==> src/rtl/rc4_phase_sequencer_if.sv <==
`default_nettype none
// ============================================================================
// Module   : rc4_phase_sequencer_if
// Brief    : Control, per-phase handshake and shared-memory port bundle.
// Revision : 1.0
// ============================================================================
interface rc4_phase_sequencer_if #(
  parameter int NUM_PHASES = 3,
  parameter int ADDR_W     = 8,
  parameter int DATA_W     = 8
);
  logic                         start_i;
  logic                         abort_i;
  logic [NUM_PHASES-1:0]        phase_enable_i;
  logic                         finish_o;
  logic                         busy_o;
  logic                         timeout_error_o;
  logic [2:0]                   active_phase_o;
  logic [NUM_PHASES-1:0]        start_phase_o;
  logic [NUM_PHASES-1:0]        finish_phase_i;
  logic [NUM_PHASES-1:0]        write_enable_phase_i;
  logic [NUM_PHASES*ADDR_W-1:0] address_phase_i;
  logic [NUM_PHASES*DATA_W-1:0] write_data_phase_i;
  logic                         write_enable_out_o;
  logic [ADDR_W-1:0]            address_out_o;
  logic [DATA_W-1:0]            write_data_out_o;

  modport slave (
    input  start_i, abort_i, phase_enable_i, finish_phase_i,
           write_enable_phase_i, address_phase_i, write_data_phase_i,
    output finish_o, busy_o, timeout_error_o, active_phase_o, start_phase_o,
           write_enable_out_o, address_out_o, write_data_out_o
  );

  modport master (
    output start_i, abort_i, phase_enable_i, finish_phase_i,
           write_enable_phase_i, address_phase_i, write_data_phase_i,
    input  finish_o, busy_o, timeout_error_o, active_phase_o, start_phase_o,
           write_enable_out_o, address_out_o, write_data_out_o
  );
endinterface
`default_nettype wire

==> src/rtl/rc4_phase_sequencer.sv <==
`default_nettype none
// ============================================================================
// Module   : rc4_phase_sequencer
// Brief    : Runs enabled sub-FSM phases in index order, muxing the shared port.
// Revision : 1.0
// ============================================================================
module rc4_phase_sequencer #(
  parameter int NUM_PHASES     = 3,
  parameter int ADDR_W         = 8,
  parameter int DATA_W         = 8,
  parameter int TIMEOUT_CYCLES = 1024
) (
  input  wire logic             clk,
  input  wire logic             reset,
  rc4_phase_sequencer_if.slave  bus
);

  localparam int c_IDX_W = (NUM_PHASES > 1) ? $clog2(NUM_PHASES) : 1;
  localparam int c_CNT_W = (TIMEOUT_CYCLES > 0) ? $clog2(TIMEOUT_CYCLES + 1) : 1;
  localparam bit c_WDOG_EN = (TIMEOUT_CYCLES != 0);
  localparam logic [c_CNT_W-1:0] c_CNT_MAX = {c_CNT_W{1'b1}};
  localparam logic [c_CNT_W-1:0] c_TO_LAST =
      (TIMEOUT_CYCLES > 0) ? c_CNT_W'(TIMEOUT_CYCLES - 1) : '0;

  localparam logic [2:0] c_S_IDLE    = 3'd0;
  localparam logic [2:0] c_S_LAUNCH  = 3'd1;
  localparam logic [2:0] c_S_WAIT    = 3'd2;
  localparam logic [2:0] c_S_ADVANCE = 3'd3;
  localparam logic [2:0] c_S_DONE    = 3'd4;
  localparam logic [2:0] c_S_ERROR   = 3'd5;

  logic [2:0]            state_q, state_d;
  logic [NUM_PHASES-1:0] mask_q,  mask_d;
  logic [c_IDX_W-1:0]    idx_q,   idx_d;
  logic [c_CNT_W-1:0]    cnt_q,   cnt_d;
  logic                  terr_q,  terr_d;

  logic [ADDR_W-1:0]     w_addr [NUM_PHASES];
  logic [DATA_W-1:0]     w_data [NUM_PHASES];
  logic [c_IDX_W:0]      w_first;
  logic [c_IDX_W:0]      w_next;
  logic                  w_fin_act;
  logic                  w_mem_en;
  logic [2:0]            w_act;
  logic [NUM_PHASES-1:0] w_start;

  // Returns {found, index} of the lowest set bit of m at position lo or above.
  function automatic logic [c_IDX_W:0] f_find(input logic [NUM_PHASES-1:0] m,
                                              input int lo);
    logic [c_IDX_W:0] r;
    r = '0;
    for (int i = NUM_PHASES - 1; i >= 0; i--) begin
      if (m[i] && (i >= lo)) r = {1'b1, c_IDX_W'(i)};
    end
    return r;
  endfunction

  generate
    for (genvar g = 0; g < NUM_PHASES; g++) begin : g_unpack
      assign w_addr[g] = bus.address_phase_i[g*ADDR_W +: ADDR_W];
      assign w_data[g] = bus.write_data_phase_i[g*DATA_W +: DATA_W];
    end
  endgenerate

  assign w_first   = f_find(bus.phase_enable_i, 0);
  assign w_next    = f_find(mask_q, int'(idx_q) + 1);
  assign w_fin_act = bus.finish_phase_i[idx_q];

  always_comb begin
    state_d = state_q;
    mask_d  = mask_q;
    idx_d   = idx_q;
    cnt_d   = cnt_q;
    terr_d  = terr_q;
    case (state_q)
      c_S_IDLE: begin
        if (bus.start_i) begin
          mask_d = bus.phase_enable_i;
          if (w_first[c_IDX_W]) begin
            idx_d   = w_first[c_IDX_W-1:0];
            state_d = c_S_LAUNCH;
          end else begin
            idx_d   = '0;
            state_d = c_S_DONE;
          end
        end
      end
      c_S_LAUNCH: state_d = c_S_WAIT;
      c_S_WAIT: begin
        if (cnt_q != c_CNT_MAX) cnt_d = cnt_q + 1'b1;
        // A finish landing on the last watchdog cycle still counts as success.
        if (w_fin_act) begin
          state_d = c_S_ADVANCE;
        end else if (c_WDOG_EN && (cnt_q == c_TO_LAST)) begin
          state_d = c_S_ERROR;
          terr_d  = 1'b1;
        end
      end
      c_S_ADVANCE: begin
        cnt_d = '0;
        if (w_next[c_IDX_W]) begin
          idx_d   = w_next[c_IDX_W-1:0];
          state_d = c_S_LAUNCH;
        end else begin
          idx_d   = '0;
          state_d = c_S_DONE;
        end
      end
      c_S_DONE: begin
        if (!bus.start_i) state_d = c_S_IDLE;
      end
      c_S_ERROR: terr_d = 1'b1;
      default:   state_d = c_S_IDLE;
    endcase

    if (bus.abort_i) begin
      state_d = c_S_IDLE;
      mask_d  = '0;
      idx_d   = '0;
      cnt_d   = '0;
      terr_d  = 1'b0;
    end
  end

  always_ff @(posedge clk) begin
    if (!reset) begin
      state_q <= c_S_IDLE;
      mask_q  <= '0;
      idx_q   <= '0;
      cnt_q   <= '0;
      terr_q  <= 1'b0;
    end else begin
      state_q <= state_d;
      mask_q  <= mask_d;
      idx_q   <= idx_d;
      cnt_q   <= cnt_d;
      terr_q  <= terr_d;
    end
  end

  always_comb begin
    w_act = '0;
    w_act[c_IDX_W-1:0] = idx_q;
  end

  // Abort suppresses a launch pulse that would otherwise fire this cycle.
  always_comb begin
    w_start = '0;
    if ((state_q == c_S_LAUNCH) && !bus.abort_i) w_start[idx_q] = 1'b1;
  end

  assign w_mem_en = (state_q == c_S_LAUNCH) || (state_q == c_S_WAIT);

  assign bus.finish_o           = (state_q == c_S_DONE);
  assign bus.busy_o             = (state_q == c_S_LAUNCH) || (state_q == c_S_WAIT) ||
                                  (state_q == c_S_ADVANCE);
  assign bus.timeout_error_o    = terr_q;
  assign bus.active_phase_o     = w_act;
  assign bus.start_phase_o      = w_start;
  assign bus.write_enable_out_o = w_mem_en & bus.write_enable_phase_i[idx_q];
  assign bus.address_out_o      = w_mem_en ? w_addr[idx_q] : '0;
  assign bus.write_data_out_o   = w_mem_en ? w_data[idx_q] : '0;

endmodule
`default_nettype wire

==> src/flat_wrapper.sv <==
// flat-port wrapper written by rule: the top's interface ports become plain ports
module rc4_phase_sequencer_flat 
#(
  parameter int NUM_PHASES     = 3,
  parameter int ADDR_W         = 8,
  parameter int DATA_W         = 8,
  parameter int TIMEOUT_CYCLES = 1024
)
  (clk, reset, bus_start_i, bus_abort_i, bus_phase_enable_i, bus_finish_phase_i, bus_write_enable_phase_i, bus_address_phase_i, bus_write_data_phase_i, bus_finish_o, bus_busy_o, bus_timeout_error_o, bus_active_phase_o, bus_start_phase_o, bus_write_enable_out_o, bus_address_out_o, bus_write_data_out_o);
  rc4_phase_sequencer_if #(.NUM_PHASES(NUM_PHASES), .ADDR_W(ADDR_W), .DATA_W(DATA_W)) bus_i ();
  input  wire logic clk;
  input  wire logic reset;
  input wire logic [$bits(bus_i.start_i)-1:0] bus_start_i;
  input wire logic [$bits(bus_i.abort_i)-1:0] bus_abort_i;
  input wire logic [$bits(bus_i.phase_enable_i)-1:0] bus_phase_enable_i;
  input wire logic [$bits(bus_i.finish_phase_i)-1:0] bus_finish_phase_i;
  input wire logic [$bits(bus_i.write_enable_phase_i)-1:0] bus_write_enable_phase_i;
  input wire logic [$bits(bus_i.address_phase_i)-1:0] bus_address_phase_i;
  input wire logic [$bits(bus_i.write_data_phase_i)-1:0] bus_write_data_phase_i;
  output wire logic [$bits(bus_i.finish_o)-1:0] bus_finish_o;
  output wire logic [$bits(bus_i.busy_o)-1:0] bus_busy_o;
  output wire logic [$bits(bus_i.timeout_error_o)-1:0] bus_timeout_error_o;
  output wire logic [$bits(bus_i.active_phase_o)-1:0] bus_active_phase_o;
  output wire logic [$bits(bus_i.start_phase_o)-1:0] bus_start_phase_o;
  output wire logic [$bits(bus_i.write_enable_out_o)-1:0] bus_write_enable_out_o;
  output wire logic [$bits(bus_i.address_out_o)-1:0] bus_address_out_o;
  output wire logic [$bits(bus_i.write_data_out_o)-1:0] bus_write_data_out_o;
  assign bus_i.start_i = bus_start_i;
  assign bus_i.abort_i = bus_abort_i;
  assign bus_i.phase_enable_i = bus_phase_enable_i;
  assign bus_i.finish_phase_i = bus_finish_phase_i;
  assign bus_i.write_enable_phase_i = bus_write_enable_phase_i;
  assign bus_i.address_phase_i = bus_address_phase_i;
  assign bus_i.write_data_phase_i = bus_write_data_phase_i;
  assign bus_finish_o = bus_i.finish_o;
  assign bus_busy_o = bus_i.busy_o;
  assign bus_timeout_error_o = bus_i.timeout_error_o;
  assign bus_active_phase_o = bus_i.active_phase_o;
  assign bus_start_phase_o = bus_i.start_phase_o;
  assign bus_write_enable_out_o = bus_i.write_enable_out_o;
  assign bus_address_out_o = bus_i.address_out_o;
  assign bus_write_data_out_o = bus_i.write_data_out_o;
  rc4_phase_sequencer #(.NUM_PHASES(NUM_PHASES), .ADDR_W(ADDR_W), .DATA_W(DATA_W), .TIMEOUT_CYCLES(TIMEOUT_CYCLES)) u_core (.clk(clk), .reset(reset), .bus(bus_i));
endmodule
==> config.mk <==
export PLATFORM = sky130hd
export DESIGN_NAME = rc4_phase_sequencer_flat
export DESIGN_NICKNAME = d
export VERILOG_FILES = /design/src/rtl/rc4_phase_sequencer_if.sv /design/src/rtl/rc4_phase_sequencer.sv /design/src/flat_wrapper.sv
export SDC_FILE = /design/constraint.sdc
export NUM_CORES = 1
export LEC_CHECK = 0
export ABC_AREA = 1
export CAP_MARGIN = 20
export CORE_MARGIN = 2
export CORE_UTILIZATION = 30
export CTS_BUF_LIST = sky130_fd_sc_hd__clkbuf_8 sky130_fd_sc_hd__clkbuf_16
export CTS_CLUSTER_DIAMETER = 100
export DETAILED_ROUTE_END_ITERATION = 8
export HOLD_SLACK_MARGIN = 0.06
export SETUP_SLACK_MARGIN = 0.05
export SLEW_MARGIN = 20
export SYNTH_ARGS = -nofsm -noshare
export SYNTH_HDL_FRONTEND = slang
export SYNTH_SLANG_ARGS = --single-unit
==> constraint.sdc <==
create_clock -name clk -period 1.5 [get_ports clk]
set_input_delay 0.15 -clock clk [delete_from_list [all_inputs] [get_ports clk]]
set_output_delay 0.15 -clock clk [all_outputs]
set_load 0.01 [all_outputs]
==> run summary <==
The run gives 2,042 as the number of global-route vias before repair. After floorplanning, the core was divided into 27 placement rows. Number of levels the H-tree was split into: 1. After synthesis the cells add up to 1670 sq um.

Setup repair after global routing could not meet its margin everywhere. The clock-pin slew on the worst setup and hold paths came out at 0.07 ns. The pin count of the biggest net entering global routing was 21.

The finished cells cover 3160 sq um. Measured along the y axis, the die boundary spans 78.7 um. Type of the worst setup path: reg -> out.

The worst min-delay path class was reg -> reg. The tools report the top-level I/O count as 87. When the netlist entered floorplanning its net count stood at 350. The post-route netlist has 34.1% of its cells at a drive strength greater than 1.

The dominant register cell in the synthesized netlist is sky130_fd_sc_hd__dfxtp_1. After filler insertion, the fill cell instance count of the layout stands at 526. The worst setup path is captured at a primary output.

Summing all multi-input logic gate instances after layout gives 1240 sq um. The tools report the total count of hold-check failures in the final report as 0. In this run, post-CTS hold repair placed 0 buffers. In this run the standard cell core region covers 5440 sq um. Data on the critical path is required at its endpoint by 1.35 ns.

Walking the worst path, the cells encountered are nor3_4 -> inv_2 -> nand2_4 -> buf_16 -> nand2_2 -> inv_1 -> buf_2. In this run, synthesis inferred 0 flip-flops with an integrated enable. The number of detailed-routing iterations run before antenna repair was 4; the fmax was 659 MHz.

The floorplan step defined a die boundary enclosing 6190 sq um. The mean instance size in the synthesized netlist was 5.81 sq um; the number of library cell types mapped by synthesis was 27. Power spread over the standard cell area amounts to 489 nW/um^2.

The final net count was 468. The minimum period implied by the final worst setup slack came out at 1.52 ns. Among cell families on the critical path, the largest total delay comes from buffers and inverters.

The tools report the final core utilization as 58.2%. Global routing used 18.8% of the available tracks. The maximum clock skew at final layout came out at 0.00137 ns. For this run the aggregate overflow at the end of global routing stands at 0. The worst setup path is launched from a flip-flop. Summing the sequential cell areas from Yosys gives 22.7% of the chip area. TritonCTS built the clock tree. Max-cap violations in this run came to 0. The half-perimeter wire length after placement is 4410 um, and the DRC marker count from the first detailed-route iteration is 61. The register bit count reported by yosys came out at 19.

In this run, CTS created clock tree buffers numbering 3. Detailed routing inserted a total of 2,263 vias. The wire length per cell after detailed routing is 13.1 um.

The final reports fail on negative setup slack. In this run the register-to-register setup slack is 0.12 ns. The tools report the largest vdd supply drop as 0.571 mV.

The initial antenna violation count is 0. Beginning of the worst register-to-register path: u_core.state_q[0]. The logs give 0.837 for the routability congestion estimate from global placement and 0 for the number of diodes added for antenna fixing. The slowest cell on the critical path is sky130_fd_sc_hd__dfxtp_4.

The number of buffers and inverters on the critical path is 4. For the final worst-path setup slack, the log shows -0.0173 ns. Data on the critical path arrives at its endpoint at 1.37 ns. The overall die width works out to 78.7 um. The sum of routed wire length over all layers is 6230 um. The delay of the slowest critical-path stage works out to 0.36 ns.

The longest clock path from root to sink contains 2 buffers. The cell sitting at the root of the clock tree is a sky130_fd_sc_hd__clkbuf_8. Port buffering added 85 buffers. The startpoint of the worst setup timing path was u_core.state_q[0]. The count of nets left with antenna violations once routing finished came out at 0.

The leakage power summed over all cells is 1.47 nW. Compared with the post-synthesis result, the final layout area differs by 89.0%. The end of the worst register-to-register path was u_core.state_q[2]. The top fanout value on the critical path is 8. The total number of yosys warnings came out at 0. The number of cells on the worst reg-to-reg path is 8. The clock net in this run drives a total of 19 sinks.

The run gives 408 sq um as the sequential cell area. Once the floorplan was initialized, standard cells occupied 30.8% of the core. In this run the worst setup path terminates at bus_address_out_o[3]. The final clock period utilization by the worst path is 101%.

The latest clock arrival within the worst-skew pair was 0.25 ns. The placed instances occupy a cell area of 2780 sq um. After technology mapping, the gate count stands at 288. Number of remaining DRC errors: 0.

Setup violations remaining at the end of the flow were counted as 3. The via count normalized by instance count came out at 4.74. First-pass GRT wire length: 9480 um. The run finished, with violations left. The run gives 0 as the count of pins over their slew limit. The run gives 0.461 ns as the worst hold slack across all endpoints.

The async set-reset flop share out of synthesis was 0%; the critical path depth in cells was 7.
[kinds of logic (layout without fill, tap and decap cells)]
group	count (synthesis)	after routing	share of synthesized area [%]
buf+inv	54	171	14.3
other cells	1	1	0.224
simple gates	185	185	53.1
compound gates	27	27	8.37
fa+ha+maj	1	1	0.747
flops	19	19	22.7
xor+xnor	1	1	0.523
[power breakdown]
part	internal [W]	switching (W)
sequential	0.000511	0.0000141
clock	0.000182	0.000166
combinational	0.000374	0.000301
total	0.00107	0.000481
[worst reg2reg max path: cells and delay by family, from the launching register on]
family / cells / cell delay (ns)
compound gates: 1 / 0.11
simple gates: 4 / 0.46
buf+inv: 3 / 0.35
flops: 1 / 0.36
[placed cells by master, fill, tap and decap left out, drive strengths merged]
cell type and count:
xor2 1, a31oi 2, clkbuf 6, ha 1, nand4 3, buf 57, o21ai 7, nand2 92
nor3b 1, nor2 24, conb 1, dlygate4sd2 3, clkinvlp 1, nand3 56, a21oi 17, nor3 8
clkdlybuf4s50 61, inv 43, o21a 1, dfxtp 19, nand3b 1
[what timing repair did]
item,in CTS,in global routing
pin swaps,3,16
setup endpoints to repair,35,35
gates resized for setup,113,68
setup buffers,5,3
gates cloned,2,2
[final cells by class]
cell class,instances,share of cell area (%)
Inverter,43,5.46
Multi-Input combinational cell,215,39.3
Tap cell,72,2.85
Clock buffer,3,1.30
Sequential cell,19,12.9
Clock inverter,1,0.119
Timing Repair Buffer,124,38.1
[synthesized netlist by cell type (2+ instances only)]
cell / instances / area share, %
sky130_fd_sc_hd__a21oi_1: 17 / 5.1
sky130_fd_sc_hd__dfxtp_1: 19 / 23
sky130_fd_sc_hd__nand3_1: 53 / 16
sky130_fd_sc_hd__inv_2: 4 / 0.90
sky130_fd_sc_hd__a31oi_1: 2 / 0.75
sky130_fd_sc_hd__buf_6: 3 / 2.0
sky130_fd_sc_hd__buf_4: 2 / 0.90
sky130_fd_sc_hd__nand2_2: 6 / 2.2
sky130_fd_sc_hd__nand2_1: 85 / 19
sky130_fd_sc_hd__nor2_1: 16 / 3.6
sky130_fd_sc_hd__inv_1: 39 / 8.7
sky130_fd_sc_hd__o21ai_0: 7 / 2.1
sky130_fd_sc_hd__buf_2: 6 / 1.8
sky130_fd_sc_hd__nand3_2: 3 / 1.8
sky130_fd_sc_hd__nor3_1: 6 / 1.8
sky130_fd_sc_hd__nor2_4: 5 / 3.4
sky130_fd_sc_hd__nor2_2: 3 / 1.1
sky130_fd_sc_hd__nand4_1: 3 / 1.1
[sequential cells by signal (all words and copies together) (netlist names)]
register / flops
u_core.cnt_q: 11
u_core.state_q: 3
u_core.idx_q: 2
u_core.mask_q: 2
u_core.bus.timeout_error_o: 1
[metrics by stage]
| stage | setup WS, ns | std cells | total power, W | TNS (ns) |
|---|---|---|---|---|
| 2_1_floorplan | 0.176 | 288 | 0.000781 | 0 |
| 3_3_place_gp | -0.209 | 462 | 0.00110 | -3.86 |
| 3_5_place_dp | -0.258 | 462 | 0.00110 | -4.95 |
| 4_1_cts | -0.0109 | 473 | 0.00148 | -0.0109 |
| 5_1_grt | -0.0980 | 477 | 0.00164 | -1.18 |
| 6_report | -0.0173 | 477 | 0.00155 | -0.0332 |
[worst min-delay path by stage]
stage / slack [ns] / from / cells past startpoint / end
after global placement: 0.46 / u_core.mask_q[1] / 2 / u_core.mask_q[1]
after detailed placement: 0.45 / u_core.mask_q[1] / 2 / u_core.mask_q[1]
final: 0.46 / u_core.mask_q[1] / 2 / u_core.mask_q[1]
after CTS: 0.46 / u_core.mask_q[1] / 2 / u_core.mask_q[1]
after floorplan: 0.31 / bus_phase_enable_i[1] / 2 / u_core.mask_q[1]
after global routing: 0.49 / u_core.cnt_q[8] / 2 / u_core.cnt_q[8]
[metal layers]
layer	GRT usage (%)	routed length [um]	part of all wire (%)	vias up
met5	0	0	0	-
met1	23.5	2590	42	1029
met4	3.16	58	0.93	0
li1	-	-	-	1151
met3	3.30	498	8.0	7
met2	34.0	3080	50	76
No activity file was read; power rests on OpenSTA's default activity.
